===== src/rtl/rf_wordline_sequencer.sv =====
// rf_wordline_sequencer: sequences one one-hot register-file wordline per cycle across a burst of consecutive registers.
// Optional RF_ZERO_REG_SKIP_EN: beats at ZERO_REG keep their cycle but drive no wordline and raise wl_zero.
module rf_wordline_sequencer #(
  parameter int ADDR_W   = 6,
  parameter int LEN_W    = 3,
  parameter int ZERO_REG = 31
) (
  input  logic                   clk,
  input  logic                   rst_n,
  input  logic                   req_valid,
  output logic                   req_ready,
  input  logic [ADDR_W-1:0]      req_addr,
  input  logic [LEN_W-1:0]       req_len,
  input  logic                   stall,
  output logic [(1<<ADDR_W)-1:0] wl,
  output logic                   wl_valid,
  output logic [ADDR_W-1:0]      wl_index,
  output logic                   wl_last,
`ifdef RF_ZERO_REG_SKIP_EN
  output logic                   wl_zero,
`endif
  output logic                   busy
);
  localparam int DEPTH = 1 << ADDR_W;
  typedef enum logic {IDLE, BURST} state_t;
  state_t state, state_n;
  logic [ADDR_W-1:0] ptr, ptr_n;
  logic [LEN_W-1:0] rem, rem_n;
  logic last, accept;
  logic [DEPTH-1:0] one_hot;
  assign busy      = state == BURST;
  assign last      = busy && rem == '0;
  assign req_ready = !busy || (last && !stall);
  assign accept    = req_valid && req_ready;
  assign wl_valid  = busy;
  assign wl_index  = busy ? ptr : '0;
  assign wl_last   = last;
  assign one_hot   = {{(DEPTH-1){1'b0}}, 1'b1} << ptr;
`ifdef RF_ZERO_REG_SKIP_EN
  logic at_zero;
  assign at_zero = busy && ptr == ADDR_W'(ZERO_REG);
  assign wl_zero = at_zero;
  assign wl      = (busy && !at_zero) ? one_hot : '0;
`else
  localparam int ZERO_REG_UNUSED = ZERO_REG;
  assign wl = busy ? one_hot : '0;
`endif
  always_comb begin
    state_n = state;
    ptr_n   = ptr;
    rem_n   = rem;
    if (accept) begin
      state_n = BURST;
      ptr_n   = req_addr;
      rem_n   = req_len;
    end else if (busy && !stall) begin
      state_n = last ? IDLE : BURST;
      ptr_n   = last ? ptr : ptr + 1'b1;
      rem_n   = last ? rem : rem - 1'b1;
    end
  end
  always_ff @(posedge clk or negedge rst_n)
    if (!rst_n) begin
      state <= IDLE;
      ptr   <= '0;
      rem   <= '0;
    end else begin
      state <= state_n;
      ptr   <= ptr_n;
      rem   <= rem_n;
    end
endmodule

===== config.mk =====
export PLATFORM = sky130hd
export DESIGN_NAME = rf_wordline_sequencer
export DESIGN_NICKNAME = d
export VERILOG_FILES = /design/src/rtl/rf_wordline_sequencer.sv
export SDC_FILE = /design/constraint.sdc
export NUM_CORES = 1
export LEC_CHECK = 0
export ABC_AREA = 0
export BUFFER_PORTS_ARGS = -buffer_cell sky130_fd_sc_hd__buf_2
export CAP_MARGIN = 30
export CORE_MARGIN = 2
export CORE_UTILIZATION = 44
export CTS_BUF_LIST = sky130_fd_sc_hd__clkbuf_4
export DETAILED_ROUTE_END_ITERATION = 10
export GPL_TIMING_DRIVEN = 1
export PLACE_DENSITY = 0.88
export SLEW_MARGIN = 20
export SYNTH_ARGS = -nofsm -noshare
export SYNTH_HDL_FRONTEND = slang
export SYNTH_SLANG_ARGS = --single-unit

===== constraint.sdc =====
create_clock -name clk -period 2.4 [get_ports clk]
set_input_delay 0.24 -clock clk [delete_from_list [all_inputs] [get_ports clk]]
set_output_delay 0.24 -clock clk [all_outputs]
set_load 0.05 [all_outputs]

==> results of run 1 <==
cell type report:
| cell class | instances | share of cell area (%) |
|---|---|---|
| multi-input cells | 147 | 55.5 |
| repair buffers | 88 | 24.9 |
| flip-flops and latches | 10 | 13.9 |
| inverters | 10 | 2.09 |
| well taps | 30 | 2.09 |
| clock buffers | 3 | 1.25 |
| clock inverters | 1 | 0.209 |
sequential cells by signal, indices dropped and copies added (netlist names):
name  cells
busy      1
rem       3
ptr       6
metrics by stage:
step | cells | worst slack (ns) | utilization [%] | hold WS, ns
2_1_floorplan | 173 | 0.0711 | - | -0.0556
3_3_place_gp | 284 | 0.546 | 72.3 | 0.117
3_5_place_dp | 284 | 0.461 | 72.3 | 0.114
4_1_cts | 289 | 0.170 | 73.8 | 0.189
5_1_grt | 289 | 0.0602 | 73.8 | 0.189
6_report | 289 | 0.161 | 73.8 | 0.199
what timing repair did:
item                                    in CTS  in global routing
endpoints found under the setup margin       0                  0
hold endpoints to repair                    10                  0
hold buffers                                 1                  0
gates resized for setup                      0                  0
power by group through the flow:
stage          combinational, mW  sequential (mW)  clock (mW)
6_report                    1.77            0.359       0.121
3_3_place_gp                1.74            0.357           0
4_1_cts                     1.77            0.357       0.125
5_1_grt                     1.89            0.375       0.134
2_1_floorplan               1.47            0.326           0
3_5_place_dp                1.77            0.360           0
cell usage in the layout (no fill, tap or decap), drive strengths merged, types with 4 or more instances in the layout:
cell type	count
ha	8
nor2	75
nand2	16
nand3	4
a21oi	8
buf	87
inv	10
o21ai	4
dfrtp	10
a31oi	5
metal layers:
| metal | global-route usage [%] | routed length (µm) | vias up |
|---|---|---|---|
| met1 | 33.7 | 1540 | 681 |
| li1 | - | - | 747 |
| met2 | 46.6 | 2060 | 76 |
| met3 | 5.46 | 280 | 6 |
| met4 | 7.50 | 38 | 0 |
| met5 | 0 | 0 | - |
kinds of logic after synthesis:
family / Yosys count / share of synthesized area, %
and+or+nand+nor: 108 / 40.7
AOI/OAI and AO/OA: 27 / 15.8
buffers and inverters: 16 / 7.52
DFF: 10 / 22.4
adders and majority gates: 8 / 8.98
muxes: 4 / 4.49
worst max-delay path: stages (launching register included):
cell and delay [ns]:
dfrtp_1 0.54, inv_2 0.15, nor2_4 0.17, nand3_2 0.38, nor2_4 0.21, buf_2 0.28
worst max-delay path by stage:
stage / startpoint / endpoint / slack [ns]
floorplan: busy / wl[48] / 0.07
CTS: busy / wl[61] / 0.17
global placement: busy / wl[56] / 0.55
detailed placement: busy / wl[61] / 0.46
finish: busy / wl[61] / 0.16
global route: busy / wl[58] / 0.06
==> results.py, run 1 <==
metrics = {
    "run_status": {
        "status": "finished, final reports clean",
    },
    "synthesis": {
        "synthArstFlopShare_pct": 100,
        "synth.most_common_cell": "nor2_1",
        "seq_area_frac_synth_pct": 22.4,
        "yosysTopAreaCell": "nor2_1",
        "synth_seq_cells": 10,
        "avgSynthCellArea_um2": 6.44,
        "synth_edf_count": 0,
        "syn-cell-area_um2": 1110,
        "synth_area_leaders": "nor2_1 (25%), dfrtp_1 (22%), ha_1 (9.0%)",
        "yosysWarnings": 0,
        "syn_nets": 194,
        "synth_top_cells_by_count": "nor2_1 (74), nand2_1 (16), dfrtp_1 (10)",
        "yosys_most_used_dff": "dfrtp_1",
        "synth_top_area_share_pct": 24.9,
        "synth.distinct_cells": 34,
        "synthCells": 173,
    },
    "die": {
        "die_area_um2": 2950,
        "fp-row-count": 18,
        "initial_core_util_pct": 45.8,
        "io_pins": 87,
        "die_w_um": 54.3,
        "fp.coreArea_um2": 2430,
        "die_h_um": 54.3,
    },
    "power": {
        "seqPwrFrac_pct": 16.0,
        "power.leakage_nw": 0.925,
        "combinationalPowerShare_pct": 78.6,
        "powerDensity_nw_per_um2": 1250,
        "max-vdd-ir-drop_uv": 1510,
        "switchingPower_mw": 1.51,
        "internal_power_mw": 0.739,
        "fin_total_pwr_mw": 2.25,
        "switching_share_pct": 67.1,
        "p_clk_share_pct": 5.4,
    },
    "timing": {
        "skew_ns": 0.00552,
        "setup_tns_ns": 0,
        "fin_crit_ns": 2.24,
        "maxSlewHeadroom_pct": 64.0,
        "max_freq_mhz": 447,
        "rsz0062_at_grt": "false",
        "hold_viol_final": 0,
        "period_share_pct": 93.3,
        "slew_violations": 0,
        "setup_violations": 0,
        "tightest_slew_ns": 0.538,
    },
    "placed_design": {
        "io_buffer_count": 86,
        "dp_hpwl_um": 3060,
        "gp_congestion": 0.904,
        "placed_cell_area_um2": 1760,
    },
    "cts": {
        "cts_tree": "yes",
        "clockRootBuffer": "clkbuf_4",
        "worstSkewPairLatency_ns": 0.28,
        "cts_post_setup_buffers_inserted": 0,
        "cts_htree_levels": 1,
        "clk_pin_slew_ns": 0.07,
        "cts.sinks": 10,
        "cts_buffers": 3,
        "cts_buffer_depth": 2,
    },
    "drt": {
        "wire_per_inst_um": 13.5,
        "drt.antenna.violating_nets": 0,
        "drt_pass1_iterations": 4,
        "drt-initial-drc-count": 59,
        "drc_errors": 0,
        "routed_via_density": 5.22,
        "wirelength_um": 3910,
        "via_count": 1510,
    },
    "grt": {
        "antenna_found_initial": 0,
        "grt.overflow.total": 0,
        "grt_max_degree": 14,
        "track_usage_pct": 26.9,
        "grt_pass1_wl_um": 5810,
        "grt_pass1_vias": 1272,
    },
    "worst_setup_path": {
        "timing.rr.start": "rem[0]",
        "startpoint_type": "flip-flop",
        "path_max_fanout": 12,
        "ff2ff_path_depth": 6,
        "regToRegSetupSlack_ns": 0.65,
        "worstSetupPathType": "reg2out",
        "end_kind": "primary output",
        "crit_required_ns": 2.16,
        "rr_endpoint": "ptr[3]",
        "crit_arrival_ns": 2.00,
    },
    "worst_hold_path": {
        "hold_end": "ptr[0]",
        "hold_depth": 3,
        "hold_start": "req_addr[0]",
        "hold_class": "in2reg",
    },
    "layout": {
        "drive_gt1_share_pct": 49.8,
        "multi_input_area_um2": 996,
        "nets": 281,
        "register_area_um2": 250,
        "areaGrowthSynthToFinish_pct": 61.1,
        "num_antenna_cells": 0,
        "stdcell_area_um2": 1800,
        "fill_cells": 201,
    },
    "run": {
        "cap_violations": 0,
    },
}
Note: power is estimated with default switching activity, not from simulation.
==> inputs of run 2 (changes only) <==
--- a/config.mk
+++ b/config.mk
@@ -5,15 +5,15 @@
 export SDC_FILE = /design/constraint.sdc
 export NUM_CORES = 1
 export LEC_CHECK = 0
-export ABC_AREA = 0
+export ABC_AREA = 1
 export BUFFER_PORTS_ARGS = -buffer_cell sky130_fd_sc_hd__buf_2
 export CAP_MARGIN = 30
 export CORE_MARGIN = 2
-export CORE_UTILIZATION = 44
+export CORE_UTILIZATION = 48
 export CTS_BUF_LIST = sky130_fd_sc_hd__clkbuf_4
 export DETAILED_ROUTE_END_ITERATION = 10
 export GPL_TIMING_DRIVEN = 1
-export PLACE_DENSITY = 0.88
+export PLACE_DENSITY = 0.89
 export SLEW_MARGIN = 20
 export SYNTH_ARGS = -nofsm -noshare
 export SYNTH_HDL_FRONTEND = slang
==> results.py, run 2 <==
metrics = {
    "synthesis": {
        "yosys_most_used_dff": "dfrtp_1",
        "synth_top_area_share_pct": 20.1,
        "seq_area_frac_synth_pct": 18.3,
        "synth_area_leaders": "nor2_1 (20%), dfrtp_1 (18%), nand2_1 (16%)",
        "avgSynthCellArea_um2": 5.74,
        "synth.most_common_cell": "nor2_1",
        "synthCells": 238,
        "synth_seq_cells": 10,
        "syn-cell-area_um2": 1370,
        "synth.distinct_cells": 24,
        "synth_edf_count": 0,
        "synthArstFlopShare_pct": 100,
        "yosysTopAreaCell": "nor2_1",
        "syn_nets": 259,
        "yosysWarnings": 0,
        "synth_top_cells_by_count": "nor2_1 (73), nand2_1 (58), inv_1 (26)",
    },
    "worst_setup_path": {
        "crit_required_ns": 2.16,
        "crit_family": "simple AND/OR/NAND/NOR gates",
        "startpoint_type": "flip-flop",
        "critical_path_buf_inv_count": 3,
        "end_kind": "primary output",
        "worstSetupPathType": "reg2out",
        "path_cells": "inv_1 > ha_1 > inv_1 > nor2_1 > nand3_1 > nor2_1 > buf_2",
        "slowest_stage": "dfrtp_1",
        "critPathMaxStageDelay_ns": 0.45,
        "crit_arrival_ns": 1.88,
        "path_max_fanout": 7,
    },
    "layout": {
        "stdcell_count": 350,
        "final_core_util_pct": 66.1,
        "stdcell_area_um2": 1810,
        "num_antenna_cells": 0,
        "mostFrequentLayoutCells": "buf_2 (86), nor2_1 (73), nand2_1 (58)",
        "register_area_um2": 250,
        "areaGrowthSynthToFinish_pct": 32.4,
        "layout_commonest_cell": "buf_2",
        "drive_gt1_share_pct": 33.9,
        "largest_reg_flops": 6,
        "fill_cells": 250,
        "nets": 341,
        "multi_input_area_um2": 908,
        "regMostFlops": "ptr",
    },
    "die": {
        "die_w_um": 57.3,
        "die_h_um": 57.3,
        "initial_core_util_pct": 49.9,
        "fp-row-count": 19,
        "io_pins": 87,
        "fp.coreArea_um2": 2730,
        "die_area_um2": 3290,
    },
    "timing": {
        "fin_crit_ns": 2.12,
        "holdWs_ns": 0.222,
        "setup_violations": 0,
        "slew_violations": 0,
        "hold_viol_final": 0,
        "tightest_slew_ns": 0.514,
        "max_freq_mhz": 471,
        "maxSlewHeadroom_pct": 65.7,
        "period_share_pct": 88.4,
        "rsz0062_at_grt": "false",
        "fin_ws_ns": 0.278,
        "skew_ns": 0.00475,
        "setup_tns_ns": 0,
    },
    "worst_hold_path": {
        "hold_class": "in2reg",
    },
    "drt": {
        "drt.antenna.violating_nets": 0,
        "drc_errors": 0,
        "drt-initial-drc-count": 103,
        "routed_via_density": 4.85,
        "wirelength_um": 3850,
        "via_count": 1699,
        "wire_per_inst_um": 11.0,
        "drt_pass1_iterations": 4,
    },
    "grt": {
        "grt_pass1_vias": 1379,
        "grt.overflow.total": 0,
        "grt_max_degree": 33,
        "grt_pass1_wl_um": 6180,
        "antenna_found_initial": 0,
        "track_usage_pct": 23.4,
    },
    "power": {
        "power.leakage_nw": 1.16,
        "fin_total_pwr_mw": 2.30,
        "max-vdd-ir-drop_uv": 1030,
        "powerDensity_nw_per_um2": 1270,
    },
    "placed_design": {
        "gp_congestion": 0.824,
        "placed_cell_area_um2": 1770,
        "dp_hpwl_um": 2990,
        "dpl.cell_count": 345,
        "pre_cts_slack_ns": 0.605,
        "io_buffer_count": 86,
    },
    "run": {
        "cap_violations": 0,
    },
    "cts": {
        "clockRootBuffer": "clkbuf_4",
        "cts_htree_levels": 1,
        "cts_tree": "yes",
        "clk_pin_slew_ns": 0.07,
        "cts_buffers": 3,
        "worstSkewPairLatency_ns": 0.28,
        "cts.sinks": 10,
        "cts_buffer_depth": 2,
    },
    "run_status": {
        "status": "finished, final reports clean",
    },
}
## run 2: cell count changes in the layout (fill, tap and decap cells not counted), sizes merged, moves of 2 or more
cell / before / now
nand4: 0 / 3
nor2b: 3 / 0
a21oi: 8 / 3
nand2b: 2 / 0
a2bb2oi: 3 / 0
nand2: 16 / 62
a31oi: 5 / 0
and2: 2 / 0
mux2: 2 / 0
buf: 87 / 89
nand3: 4 / 24
inv: 10 / 31
mux2i: 2 / 0
## run 2: kinds of logic after synthesis
family	share of synthesized area (%)
compound gates	4.86
xor+xnor	1.28
fa+ha+maj	7.33
buf+inv	15.1
flops	18.3
simple gates	53.1
## run 2: report_power, final
group	leakage (nW)	switching, mW	internal (mW)
Sequential	0.120	0.136	0.253
Clock	0.0154	0.0628	0.0604
Combinational	1.03	1.34	0.443
## run 2: path summary, 6_finish.rpt
| check | from | endpoint | slack (ns) | cells past startpoint |
|---|---|---|---|---|
| worst max-delay path | ptr[0] | wl[2] | 0.28 | 7 |
| worst min-delay path | req_addr[2] | ptr[2] | 0.22 | 3 |
| worst max register to register | rem[0] | ptr[0] | 0.95 | 8 |
| worst min register to register | rem[1] | rem[1] | 0.50 | 2 |
| max in group asynchronous | rst_n | ptr[5] | 1.85 | 2 |
| min in group asynchronous | rst_n | rem[2] | 0.35 | 2 |
## run 2: worst min-delay path, delay by kind of cell
kind	cells	cell delay (ns)
AOI/OAI and AO/OA	1	0.11
buffers and inverters	1	0.07
and+or+nand+nor	1	0.04
## run 2: layer usage
layer  part of all wire, %  track usage, %  up-vias
li1                      -               -      877
met1                    44            31.7      757
met2                    49            38.9       57
met3                   5.9            4.31        8
met4                   1.1            5.65        0
met5                     0               0        -
## run 2: cell type report
type / count / area share [%]
inverters: 32 / 6.65
flip-flops and latches: 10 / 13.9
clock buffers: 3 / 1.25
well taps: 31 / 2.15
multi-input cells: 183 / 50.3
clock inverters: 1 / 0.208
repair buffers: 90 / 25.6
## run 2: timing repair
item,CTS,global route
hold buffers,1,0
resized for setup,0,0
setup buffers,0,0
hold endpoints to repair,10,0
==> inputs of run 3 (changes only) <==
--- a/config.mk
+++ b/config.mk
@@ -8,7 +8,7 @@
 export ABC_AREA = 1
 export BUFFER_PORTS_ARGS = -buffer_cell sky130_fd_sc_hd__buf_2
 export CAP_MARGIN = 30
-export CORE_MARGIN = 2
+export CORE_MARGIN = 3
 export CORE_UTILIZATION = 48
 export CTS_BUF_LIST = sky130_fd_sc_hd__clkbuf_4
 export DETAILED_ROUTE_END_ITERATION = 10
==> results.py, run 3 (synthesis results as in run 2) <==
metrics = {
    "die": {
        "io_pins": 87,
        "die_h_um": 59.3,
        "fp-row-count": 18,
        "fp.coreArea_um2": 2590,
        "die_w_um": 59.3,
        "initial_core_util_pct": 52.7,
        "die_area_um2": 3520,
    },
    "worst_setup_path": {
        "startpoint_type": "flip-flop",
        "critPathMaxStageDelay_ns": 0.46,
        "end_kind": "primary output",
        "cp-startpoint": "ptr[0]",
        "ff2ff_path_depth": 8,
        "path_max_fanout": 7,
        "endpoint": "wl[16]",
        "path_cells": "inv_1 > ha_1 > inv_1 > nor2_1 > nand3_1 > nor2_1 > buf_2",
        "crit_arrival_ns": 1.85,
        "regToRegSetupSlack_ns": 0.95,
        "slowest_stage": "dfrtp_1",
        "crit_required_ns": 2.16,
        "worstSetupPathType": "reg2out",
        "rr_endpoint": "rem[0]",
        "timing.rr.start": "rem[0]",
    },
    "timing": {
        "setup_tns_ns": 0,
        "hold_viol_final": 0,
        "slew_violations": 0,
        "maxSlewHeadroom_pct": 64.5,
        "max_freq_mhz": 478,
        "fin_crit_ns": 2.09,
        "skew_ns": 0.00830,
        "tightest_slew_ns": 0.532,
        "setup_violations": 0,
        "rsz0062_at_grt": "false",
        "period_share_pct": 87.2,
    },
    "layout": {
        "regMostFlops": "ptr",
        "multi_input_area_um2": 908,
        "largest_reg_flops": 6,
        "layout_commonest_cell": "buf_2",
        "fill_cells": 240,
        "mostFrequentLayoutCells": "buf_2 (86), nor2_1 (73), nand2_1 (58)",
        "drive_gt1_share_pct": 33.9,
        "nets": 341,
        "num_antenna_cells": 0,
        "stdcell_area_um2": 1810,
        "final_core_util_pct": 69.7,
        "register_area_um2": 250,
        "areaGrowthSynthToFinish_pct": 32.3,
    },
    "grt": {
        "antenna_found_initial": 0,
        "grt_max_degree": 33,
        "grt_pass1_wl_um": 6310,
        "grt_pass1_vias": 1403,
        "grtUsageMet2_pct": 37.1,
        "use_met3_pct": 3.70,
        "grt_use_met1_pct": 29.9,
        "track_usage_pct": 23.0,
        "grt.overflow.total": 0,
        "grt_busiest_layer": "met2",
    },
    "cts": {
        "cts_buffer_depth": 2,
        "cts_resized": 0,
        "worstSkewPairLatency_ns": 0.27,
        "hold_buffers": 1,
        "cts_post_setup_buffers_inserted": 0,
        "cts.sinks": 10,
        "cts_buffers": 3,
        "clockRootBuffer": "clkbuf_4",
        "cts_tree": "yes",
        "cts_htree_levels": 1,
        "clk_pin_slew_ns": 0.07,
    },
    "drt": {
        "via_count": 1712,
        "wirelength_um": 4020,
        "drt.antenna.violating_nets": 0,
        "routed_via_density": 4.91,
        "drc_errors": 0,
        "drt_pass1_iterations": 4,
        "wire_per_inst_um": 11.5,
        "drt-initial-drc-count": 92,
    },
    "placed_design": {
        "io_buffer_count": 86,
        "gp_congestion": 0.833,
        "dp_hpwl_um": 3110,
        "placed_cell_area_um2": 1770,
    },
    "worst_hold_path": {
        "hold_class": "in2reg",
    },
    "power": {
        "powerDensity_nw_per_um2": 1270,
        "max-vdd-ir-drop_uv": 989,
        "power.leakage_nw": 1.16,
        "fin_total_pwr_mw": 2.29,
    },
    "run": {
        "cap_violations": 0,
    },
    "run_status": {
        "status": "finished, final reports clean",
    },
}
-- run 3: power by group --
part / internal, mW / switching (mW)
registers: 0.252 / 0.140
clock network: 0.0601 / 0.0605
logic: 0.443 / 1.34
total: 0.756 / 1.54
-- run 3: routing by layer --
metal | vias up | wire (µm)
met5 | - | 0
met4 | 0 | 62
met3 | 7 | 284
met2 | 64 | 2030
met1 | 766 | 1650
li1 | 875 | -
-- run 3: cell type report --
class,count,area share [%]
sequential,10,13.9
tap,30,2.08
clock buffer,3,1.25
multi-input combinational,183,50.3
inverter,32,6.65
timing repair buffer,90,25.6
clock inverter,1,0.208
-- run 3: worst min-delay path by stage --
stage	depth (start not counted)	start	end	slack, ns
4_1_cts	3	req_addr[2]	ptr[2]	0.23
3_3_place_gp	1	rst_n	rem[1]	0.11
6_report	3	req_addr[1]	ptr[1]	0.23
3_5_place_dp	1	rst_n	rem[0]	0.11
5_1_grt	3	req_addr[2]	ptr[2]	0.23
2_1_floorplan	0	rst_n	busy	-0.06
-- run 3: stage by stage --
stage,setup WS (ns),hold slack [ns],instances
6_report,0.307,0.234,349
5_1_grt,0.129,0.234,349
4_1_cts,0.306,0.227,349
3_5_place_dp,0.611,0.113,344
3_3_place_gp,0.662,0.107,344
2_1_floorplan,0.315,-0.0556,238
-- run 3: worst max-delay path: cells and delay by family, from the launching register on --
kind | cells | cell delay (ns)
adder cells (fa/ha/maj) | 1 | 0.16
buffers and inverters | 3 | 0.42
AND/OR/NAND/NOR | 3 | 0.54
flip-flops | 1 | 0.46
